### config.mk
export PLATFORM = sky130hd
export DESIGN_NAME = change_dispenser
export DESIGN_NICKNAME = d
export VERILOG_FILES = /design/src/rtl/change_dispenser.sv
export SDC_FILE = /design/constraint.sdc
export NUM_CORES = 1
export LEC_CHECK = 0
export ABC_AREA = 1
export CAP_MARGIN = 20
export CORE_MARGIN = 4
export CORE_UTILIZATION = 50
export DETAILED_ROUTE_END_ITERATION = 16
export PLACE_DENSITY_LB_ADDON = 0.3
export REMOVE_ABC_BUFFERS = 1
export SYNTH_ARGS = -nofsm -noshare
export SYNTH_HDL_FRONTEND = slang
export SYNTH_SLANG_ARGS = --single-unit
export TNS_END_PERCENT = 50
### constraint.sdc
create_clock -name clk -period 2.1 [get_ports clk]
set_input_delay 0.42 -clock clk [delete_from_list [all_inputs] [get_ports clk]]
set_output_delay 0.42 -clock clk [all_outputs]
set_load 0.05 [all_outputs]
### src/rtl/change_dispenser.sv
// Change dispenser: turns one refund request (in 5-units) into a serial train of
// ten/five coin pulses, paying tens first from finite stocks and flagging shortfall.
module change_dispenser #(
    parameter int unsigned AMT_W     = 4,
    parameter int unsigned PULSE_LEN = 2,
    parameter int unsigned GAP_LEN   = 1,
    parameter int unsigned STOCK_W   = 6,
    parameter int unsigned TEN_INIT  = 8,
    parameter int unsigned FIVE_INIT = 8
) (
    input  logic               clk,
    input  logic               rst,
    input  logic               refund_valid,
    input  logic [AMT_W-1:0]   refund_units,
    output logic               refund_ready,
    input  logic               restock,
    output logic               change10,
    output logic               change5,
    output logic               busy,
    output logic               done,
    output logic               short,
    output logic [STOCK_W-1:0] ten_stock,
    output logic [STOCK_W-1:0] five_stock
);

    localparam int unsigned CNT_MAX = (PULSE_LEN > GAP_LEN) ? PULSE_LEN : GAP_LEN;
    localparam int unsigned CNT_W   = $clog2(CNT_MAX + 1);

    typedef enum logic [2:0] {
        IDLE  = 3'd0,
        SEL   = 3'd1,
        PULSE = 3'd2,
        GAP   = 3'd3,
        DONE  = 3'd4
    } state_t;

    state_t             state, state_d;
    logic [AMT_W-1:0]   rem, rem_d;
    logic [STOCK_W-1:0] ten_d, five_d;
    logic [CNT_W-1:0]   cnt, cnt_d;
    logic               coin_ten, coin_ten_d;
    logic               short_flag, short_flag_d;
    logic               accept;
    logic               change10_d, change5_d, busy_d, done_d, short_d, ready_d;

    // State, datapath and registered outputs
    always_ff @(posedge clk or posedge rst) begin
        if (rst) begin
            state        <= IDLE;
            rem          <= '0;
            ten_stock    <= STOCK_W'(TEN_INIT);
            five_stock   <= STOCK_W'(FIVE_INIT);
            cnt          <= '0;
            coin_ten     <= 1'b0;
            short_flag   <= 1'b0;
            change10     <= 1'b0;
            change5      <= 1'b0;
            busy         <= 1'b0;
            done         <= 1'b0;
            short        <= 1'b0;
            refund_ready <= 1'b1;
        end else begin
            state        <= state_d;
            rem          <= rem_d;
            ten_stock    <= ten_d;
            five_stock   <= five_d;
            cnt          <= cnt_d;
            coin_ten     <= coin_ten_d;
            short_flag   <= short_flag_d;
            change10     <= change10_d;
            change5      <= change5_d;
            busy         <= busy_d;
            done         <= done_d;
            short        <= short_d;
            refund_ready <= ready_d;
        end
    end

    // Next-state, greedy coin selection and output decode
    always_comb begin
        state_d      = state;
        rem_d        = rem;
        ten_d        = ten_stock;
        five_d       = five_stock;
        cnt_d        = cnt;
        coin_ten_d   = coin_ten;
        short_flag_d = short_flag;
        accept       = (state == IDLE) && refund_valid && refund_ready;

        case (state)
            IDLE: begin
                if (restock) begin
                    ten_d  = STOCK_W'(TEN_INIT);
                    five_d = STOCK_W'(FIVE_INIT);
                end
                if (accept) begin
                    rem_d        = refund_units;
                    short_flag_d = 1'b0;
                    state_d      = SEL;
                end
            end
            SEL: begin
                cnt_d = '0;
                if ((rem > AMT_W'(1)) && (ten_stock != '0)) begin
                    rem_d      = rem - AMT_W'(2);
                    ten_d      = ten_stock - STOCK_W'(1);
                    coin_ten_d = 1'b1;
                    state_d    = PULSE;
                end else if ((rem != '0) && (five_stock != '0)) begin
                    rem_d      = rem - AMT_W'(1);
                    five_d     = five_stock - STOCK_W'(1);
                    coin_ten_d = 1'b0;
                    state_d    = PULSE;
                end else begin
                    // Either paid in full or out of usable coins; leftover is dropped
                    short_flag_d = (rem != '0);
                    rem_d        = '0;
                    state_d      = DONE;
                end
            end
            PULSE: begin
                if (cnt == CNT_W'(PULSE_LEN - 1)) begin
                    cnt_d   = '0;
                    state_d = GAP;
                end else begin
                    cnt_d = cnt + CNT_W'(1);
                end
            end
            GAP: begin
                if (cnt == CNT_W'(GAP_LEN - 1)) begin
                    cnt_d   = '0;
                    state_d = SEL;
                end else begin
                    cnt_d = cnt + CNT_W'(1);
                end
            end
            DONE: begin
                state_d = IDLE;
            end
            default: begin
                state_d = IDLE;
            end
        endcase

        // Outputs follow the current state one cycle later
        change10_d = (state == PULSE) && coin_ten;
        change5_d  = (state == PULSE) && !coin_ten;
        done_d     = (state == DONE);
        short_d    = (state == DONE) && short_flag;
        ready_d    = (state == IDLE) && !accept;
        busy_d     = !ready_d;
    end

endmodule

==> impl_metrics.yaml, run 1 <==
floorplanning:
  core_area_um2: 3390
  fp.dieArea_um2: 4610
  die_h_um: 67.9
  boundaryPins: 26
  fp.dieW_um: 67.9
  num_rows: 21
  initial_utilization_pct: 53.0
timing:
  slew_viol_final: 0
  whs_ns: 0.439
  fmax_mhz: 491
  finalCriticalPeriod_ns: 2.04
  slew_headroom_pct: 66.3
  fin_crit_sh_pct: 97.0
  fin_ws_ns: 0.0629
  rsz0062_at_grt: "no"
  hold_viol_final: 0
  setup_viol: 0
  fin_setup_tns_ns: 0
  fin_skew_ns: 0.00364
  tightestPinTransition_ns: 0.505
grt:
  gr-total-overflow: 0
  grt_pass1_vias: 1449
  grt_pass1_wl_mm: 6.24
  grt_usage_pct: 18.3
  antenna_found_initial: 0
  grt_max_degree: 30
placement:
  place_inst: 303
  io_buffers: 25
  dpl.hpwl_mm: 2.65
  dpl_cell_area_um2: 2090
  gp_congestion: 0.882
  pre_cts_ws_ns: 0.337
hold_path:
  hold-path-cell-count: 1
  hold_class: "flop to flop"
setup_path:
  path_max_fanout: 5
  slowest_delay_ns: 0.84
  ff2ff_path_depth: 8
  critPathBufInv: 1
  arrival_ns: 1.62
  cp.required_ns: 1.68
  cp_slowest_cell: "clkdlybuf4s50_1"
  r2r_slack_ns: 0.44
  crit_path_end_kind: "primary output"
  path_depth: 1
  cp_top_family: "buffers and inverters"
  cp_cell_sequence: "clkdlybuf4s50_1"
  worstSetupPathType: "flop to primary output"
  start_kind: "flop"
power_and_ir_drop:
  seqPwrFrac_pct: 27.2
  leakage_nw: 1.13
  intPower_mw: 1.70
  p_sw_share_pct: 52.7
  p_sw_mw: 1.89
  clkPwrFrac_pct: 10.8
  peakVddDrop_mv: 0.900
  finalPower_mw: 3.60
  power_density_nw_per_um2: 1660
  pwr-share-comb_pct: 62.0
detailed_routing:
  via_count: 1525
  wl_per_cell_um: 11.5
  ant_nets: 0
  drc_errors: 0
  firstDrtPassIters: 4
  initialDrtViolationCount: 88
  routed_wirelength_mm: 3.59
  vias_per_cell: 4.90
final_layout:
  final_cells: 311
  multi_input_area_um2: 930
  regArea_um2: 729
  nNetsFinal: 284
  syn_to_final_growth_pct: 20.7
  drive_above_1_share_pct: 14.0
  diodes: 0
  fin_area_um2: 2170
  post-route-util_pct: 63.9
  fillers: 320
clock_network:
  cts_tree: "built"
  cts_resized: 1
  clock_latency_ns: 0.33
  htreeDepth: 2
  cts_buffers: 5
  clock_path_buffers: 2
  cts_setup_buffers: 0
  clockRootBuffer: "clkbuf_4"
  holdBufCountCts: 0
  cts.sinks: 29
  clk_pin_slew_worst_paths_ns: 0.09
synth:
  synth_compound_area_share_pct: 5.92
  synth-xor-area-share_pct: 2.93
  postSynthCellCount: 233
  synth_fa_ha_area_share_pct: 8.36
  synth.area.mux_share_pct: 0
  synthTopCellsByArea: "dfrtp_1 36%, nand2_1 14%, ha_1 8.4%, inv_1 6.1%, nand3_1 5.6%"
  synth_top_family_by_area: "simple AND/OR/NAND/NOR gates"
  yosysWarningCount: 0
  synth_area_leader_cell: "dfrtp_1"
  ys_ff_latch: 29
  synth_cell_types: 26
  avgSynthCellArea_um2: 7.71
  synth_area_um2: 1800
  synthSimpleGateAreaFrac_pct: 34.6
  synth_seq_area_share_pct: 40.6
  synth_top_area_share_pct: 36.2
flow_run:
  timing.max_cap.violations: 0
run_status:
  status: "completed"
cell usage after synthesis (all sizes together):
cell type	n
dfrtp	26
xor2	3
dfstp	3
nand3	24
o22ai	1
a21oi	3
nand4	6
nand2	74
inv	33
nor3b	1
o21ai	14
ha	12
nor2	27
buf	2
xnor2	3
or2	1
cell type report:
type                            instances  share of cell area [%]
Clock buffer                            7                    3.00
Sequential cell                        29                    33.7
Multi-Input combinational cell        169                    42.9
Tap cell                               46                    2.66
Clock inverter                          1                   0.231
Timing Repair Buffer                   26                    11.8
Inverter                               33                    5.72
power groups by stage:
| stage | registers [mW] | clock network (mW) | logic (mW) |
|---|---|---|---|
| after detailed placement | 0.984 | 0 | 2.25 |
| after global routing | 1.01 | 0.432 | 2.51 |
| after global placement | 0.980 | 0 | 2.21 |
| after floorplan | 1.30 | 0 | 1.38 |
| after CTS | 0.978 | 0.406 | 2.25 |
| final | 0.978 | 0.390 | 2.23 |
kinds of logic (layout without fill, tap and decap cells):
kind of cell,Yosys count,count (layout)
compound gates,18,18
simple gates,133,133
xor+xnor,6,6
fa+ha+maj,12,12
buf+inv,35,67
flops,29,29
sequential cells by signal, indices dropped and copies added (netlist names):
register and cells:
done 1, busy 1, state 3, refund_ready 1
five_stock 6, short_flag 1, coin_ten 1, change10 1
short 1, change5 1, ten_stock 6, cnt 2
rem 4
worst reg2reg max path, delay by kind of cell, from the launching register on:
| kind | cells | cell delay (ns) |
|---|---|---|
| flip-flops | 1 | 0.40 |
| buffers and inverters | 2 | 0.21 |
| AND/OR/NAND/NOR | 4 | 0.56 |
| AO/OA/AOI/OAI | 1 | 0.16 |
| adder cells (fa/ha/maj) | 1 | 0.27 |
placed cells by master (no fill, tap or decap), drive strengths merged:
| cell type | instances |
|---|---|
| nand4 | 6 |
| nor2 | 27 |
| xnor2 | 3 |
| nand3 | 24 |
| o21ai | 14 |
| nand2 | 74 |
| clkdlybuf4s50 | 20 |
| dlymetal6s2s | 2 |
| or2 | 1 |
| clkinv | 1 |
| dlygate4sd2 | 1 |
| dfrtp | 26 |
| dfstp | 3 |
| clkbuf | 7 |
| nor3b | 1 |
| buf | 3 |
| xor2 | 3 |
| o22ai | 1 |
| ha | 12 |
| inv | 33 |
| a21oi | 3 |
per-layer routing:
layer	vias to the layer above	part of all wire, %	GRT usage (%)
met5	-	0	0
met4	0	2.0	8.19
met3	7	4.8	4.27
met2	27	45	29.4
met1	689	48	23.3
li1	802	-	-
worst paths after layout:
kind,to,start
worst min register to register,change5$_DFF_PP0_,coin_ten$_DFFE_PP0P_
min in group asynchronous,ten_stock[2]$_DFFE_PP0P_,rst
max in group asynchronous,refund_ready$_DFF_PP1_,rst
worst max register to register,five_stock[1]$_DFFE_PP0P_,rem[1]$_DFFE_PP0P_
worst max-delay path,five_stock[4],five_stock[4]$_DFFE_PP0P_
worst min-delay path,change5$_DFF_PP0_,coin_ten$_DFFE_PP0P_
No activity file was read; power rests on OpenSTA's default activity.
==> inputs of run 2 (changes only) <==
--- a/config.mk
+++ b/config.mk
@@ -6,12 +6,14 @@
 export NUM_CORES = 1
 export LEC_CHECK = 0
 export ABC_AREA = 1
-export CAP_MARGIN = 20
+export CAP_MARGIN = 0
 export CORE_MARGIN = 4
 export CORE_UTILIZATION = 50
+export CTS_CLUSTER_SIZE = 28
 export DETAILED_ROUTE_END_ITERATION = 16
 export PLACE_DENSITY_LB_ADDON = 0.3
 export REMOVE_ABC_BUFFERS = 1
+export SETUP_SLACK_MARGIN = 0.3
 export SYNTH_ARGS = -nofsm -noshare
 export SYNTH_HDL_FRONTEND = slang
 export SYNTH_SLANG_ARGS = --single-unit
==> run 2 against run 1 <==
Net effect: routed wire length up 0.39%; final area is essentially flat; die area did not move; count of clock-buffer cells in the layout is the same; cell count is the same; clock skew grew 0.0012 ns; largest cell class unchanged; largest power group unchanged.
==> impl_metrics.yaml, run 2 (synthesis gave the netlist of run 1 again) <==
timing:
  tightestPinTransition_ns: 0.507
  fin_crit_sh_pct: 89.6
  hold_viol_final: 0
  setup_viol: 0
  rsz0062_at_grt: "yes"
  whs_ns: 0.442
  fin_skew_ns: 0.00485
  finalCriticalPeriod_ns: 1.88
  slew_headroom_pct: 66.1
  fin_setup_tns_ns: 0
  fmax_mhz: 532
  slew_viol_final: 0
detailed_routing:
  initialDrtViolationCount: 62
  via_count: 1532
  vias_per_cell: 4.93
  wl_per_cell_um: 11.6
  firstDrtPassIters: 4
  ant_nets: 0
  routed_wirelength_mm: 3.60
  drc_errors: 0
final_layout:
  final_cells: 311
  nNetsFinal: 284
  mostFrequentLayoutCells: "66 x nand2_1, 29 x inv_1, 26 x dfrtp_1"
  diodes: 0
  syn_to_final_growth_pct: 20.8
  layout_commonest_cell: "nand2_1"
  reg_top3: "five_stock: 6 flops, ten_stock: 6 flops, rem: 4 flops"
  drive_above_1_share_pct: 14.0
  post-route-util_pct: 64.0
setup_path:
  start_kind: "flop"
  path_max_fanout: 1
  cp_cell_sequence: "clkdlybuf4s50_1"
  critPathBufInv: 1
  cp_slowest_cell: "clkdlybuf4s50_1"
  cp_top_family: "buffers and inverters"
  arrival_ns: 1.46
  worstSetupPathType: "flop to primary output"
  slowest_delay_ns: 0.80
  cp.required_ns: 1.68
  crit_path_end_kind: "primary output"
flow_run:
  timing.max_cap.violations: 0
grt:
  antenna_found_initial: 0
  grt_usage_pct: 18.3
  gr-total-overflow: 0
  grt_max_degree: 30
  grt_pass1_vias: 1449
  grt_pass1_wl_mm: 6.24
power_and_ir_drop:
  p_sw_mw: 1.89
  p_sw_share_pct: 53.0
  peakVddDrop_mv: 0.900
  power_density_nw_per_um2: 1650
  pwr-share-comb_pct: 61.7
  finalPower_mw: 3.57
  intPower_mw: 1.68
  leakage_nw: 1.23
  clkPwrFrac_pct: 10.9
  seqPwrFrac_pct: 27.3
clock_network:
  cts_tree: "built"
  cts.sinks: 29
  clock_path_buffers: 2
  cts_buffers: 5
  clockRootBuffer: "clkbuf_4"
  htreeDepth: 2
  clk_pin_slew_worst_paths_ns: 0.09
  holdBufCountCts: 0
  clock_latency_ns: 0.33
floorplanning:
  initial_utilization_pct: 53.0
  die_h_um: 67.9
  boundaryPins: 26
  core_area_um2: 3390
  num_rows: 21
  fp.dieArea_um2: 4610
  fp.dieW_um: 67.9
hold_path:
  hold_class: "flop to flop"
placement:
  place_inst: 303
  io_buffers: 25
  gp_congestion: 0.882
  dpl.hpwl_mm: 2.65
run_status:
  status: "completed"
## run 2: cell count changes in the layout (fill, tap and decap cells not counted)
cell	change
dlygate4sd2_1	+7
clkdlybuf4s50_1	-11
dlymetal6s2s_1	+4
## run 2: final timing paths
| path | to | slack, ns | depth (start not counted) | from |
|---|---|---|---|---|
| hold / removal | change5$_DFF_PP0_ | 0.44 | 1 | coin_ten$_DFFE_PP0P_ |
| setup / recovery | busy | 0.22 | 1 | busy$_DFF_PP0_ |
| min in group asynchronous | ten_stock[2]$_DFFE_PP0P_ | 0.46 | 3 | rst |
| hold reg to reg | change5$_DFF_PP0_ | 0.44 | 1 | coin_ten$_DFFE_PP0P_ |
| setup reg to reg | five_stock[1]$_DFFE_PP0P_ | 0.45 | 8 | rem[1]$_DFFE_PP0P_ |
| max in group asynchronous | refund_ready$_DFF_PP1_ | 1.33 | 3 | rst |
## run 2: layer usage
layer	wire length [um]	global-route usage (%)
met1	1720	23.3
met4	70	8.19
met3	183	4.27
met5	0	0
met2	1620	29.4
## run 2: repair_timing
item,4_1_cts,5_1_grt
setup endpoints to repair,16,13
setup buffers,0,0
resized for setup,8,6
cloned,0,0
## run 2: cell type report
class	count	area, um^2
inverters	33	124
clock inverters	1	5.00
repair buffers	26	258
multi-input cells	169	930
clock buffers	7	65.1
well taps	46	57.6
fillers	321	1220
flip-flops and latches	29	729
## run 2: power by group through the flow
stage / Clock [mW] / Sequential, mW / Combinational [mW]
floorplan: 0 / 1.30 / 1.38
global placement: 0 / 0.980 / 2.21
detailed placement: 0 / 0.984 / 2.25
CTS: 0.406 / 0.977 / 2.23
global route: 0.432 / 1.01 / 2.49
finish: 0.391 / 0.976 / 2.20
## run 2: per-stage QoR
| stage | area [um^2] | worst slack, ns |
|---|---|---|
| after detailed placement | 2090 | 0.337 |
| after CTS | 2150 | 0.0980 |
| after global placement | 2090 | 0.369 |
| final | 2170 | 0.219 |
| after floorplan | 1780 | 0.322 |
| after global routing | 2170 | 0.170 |
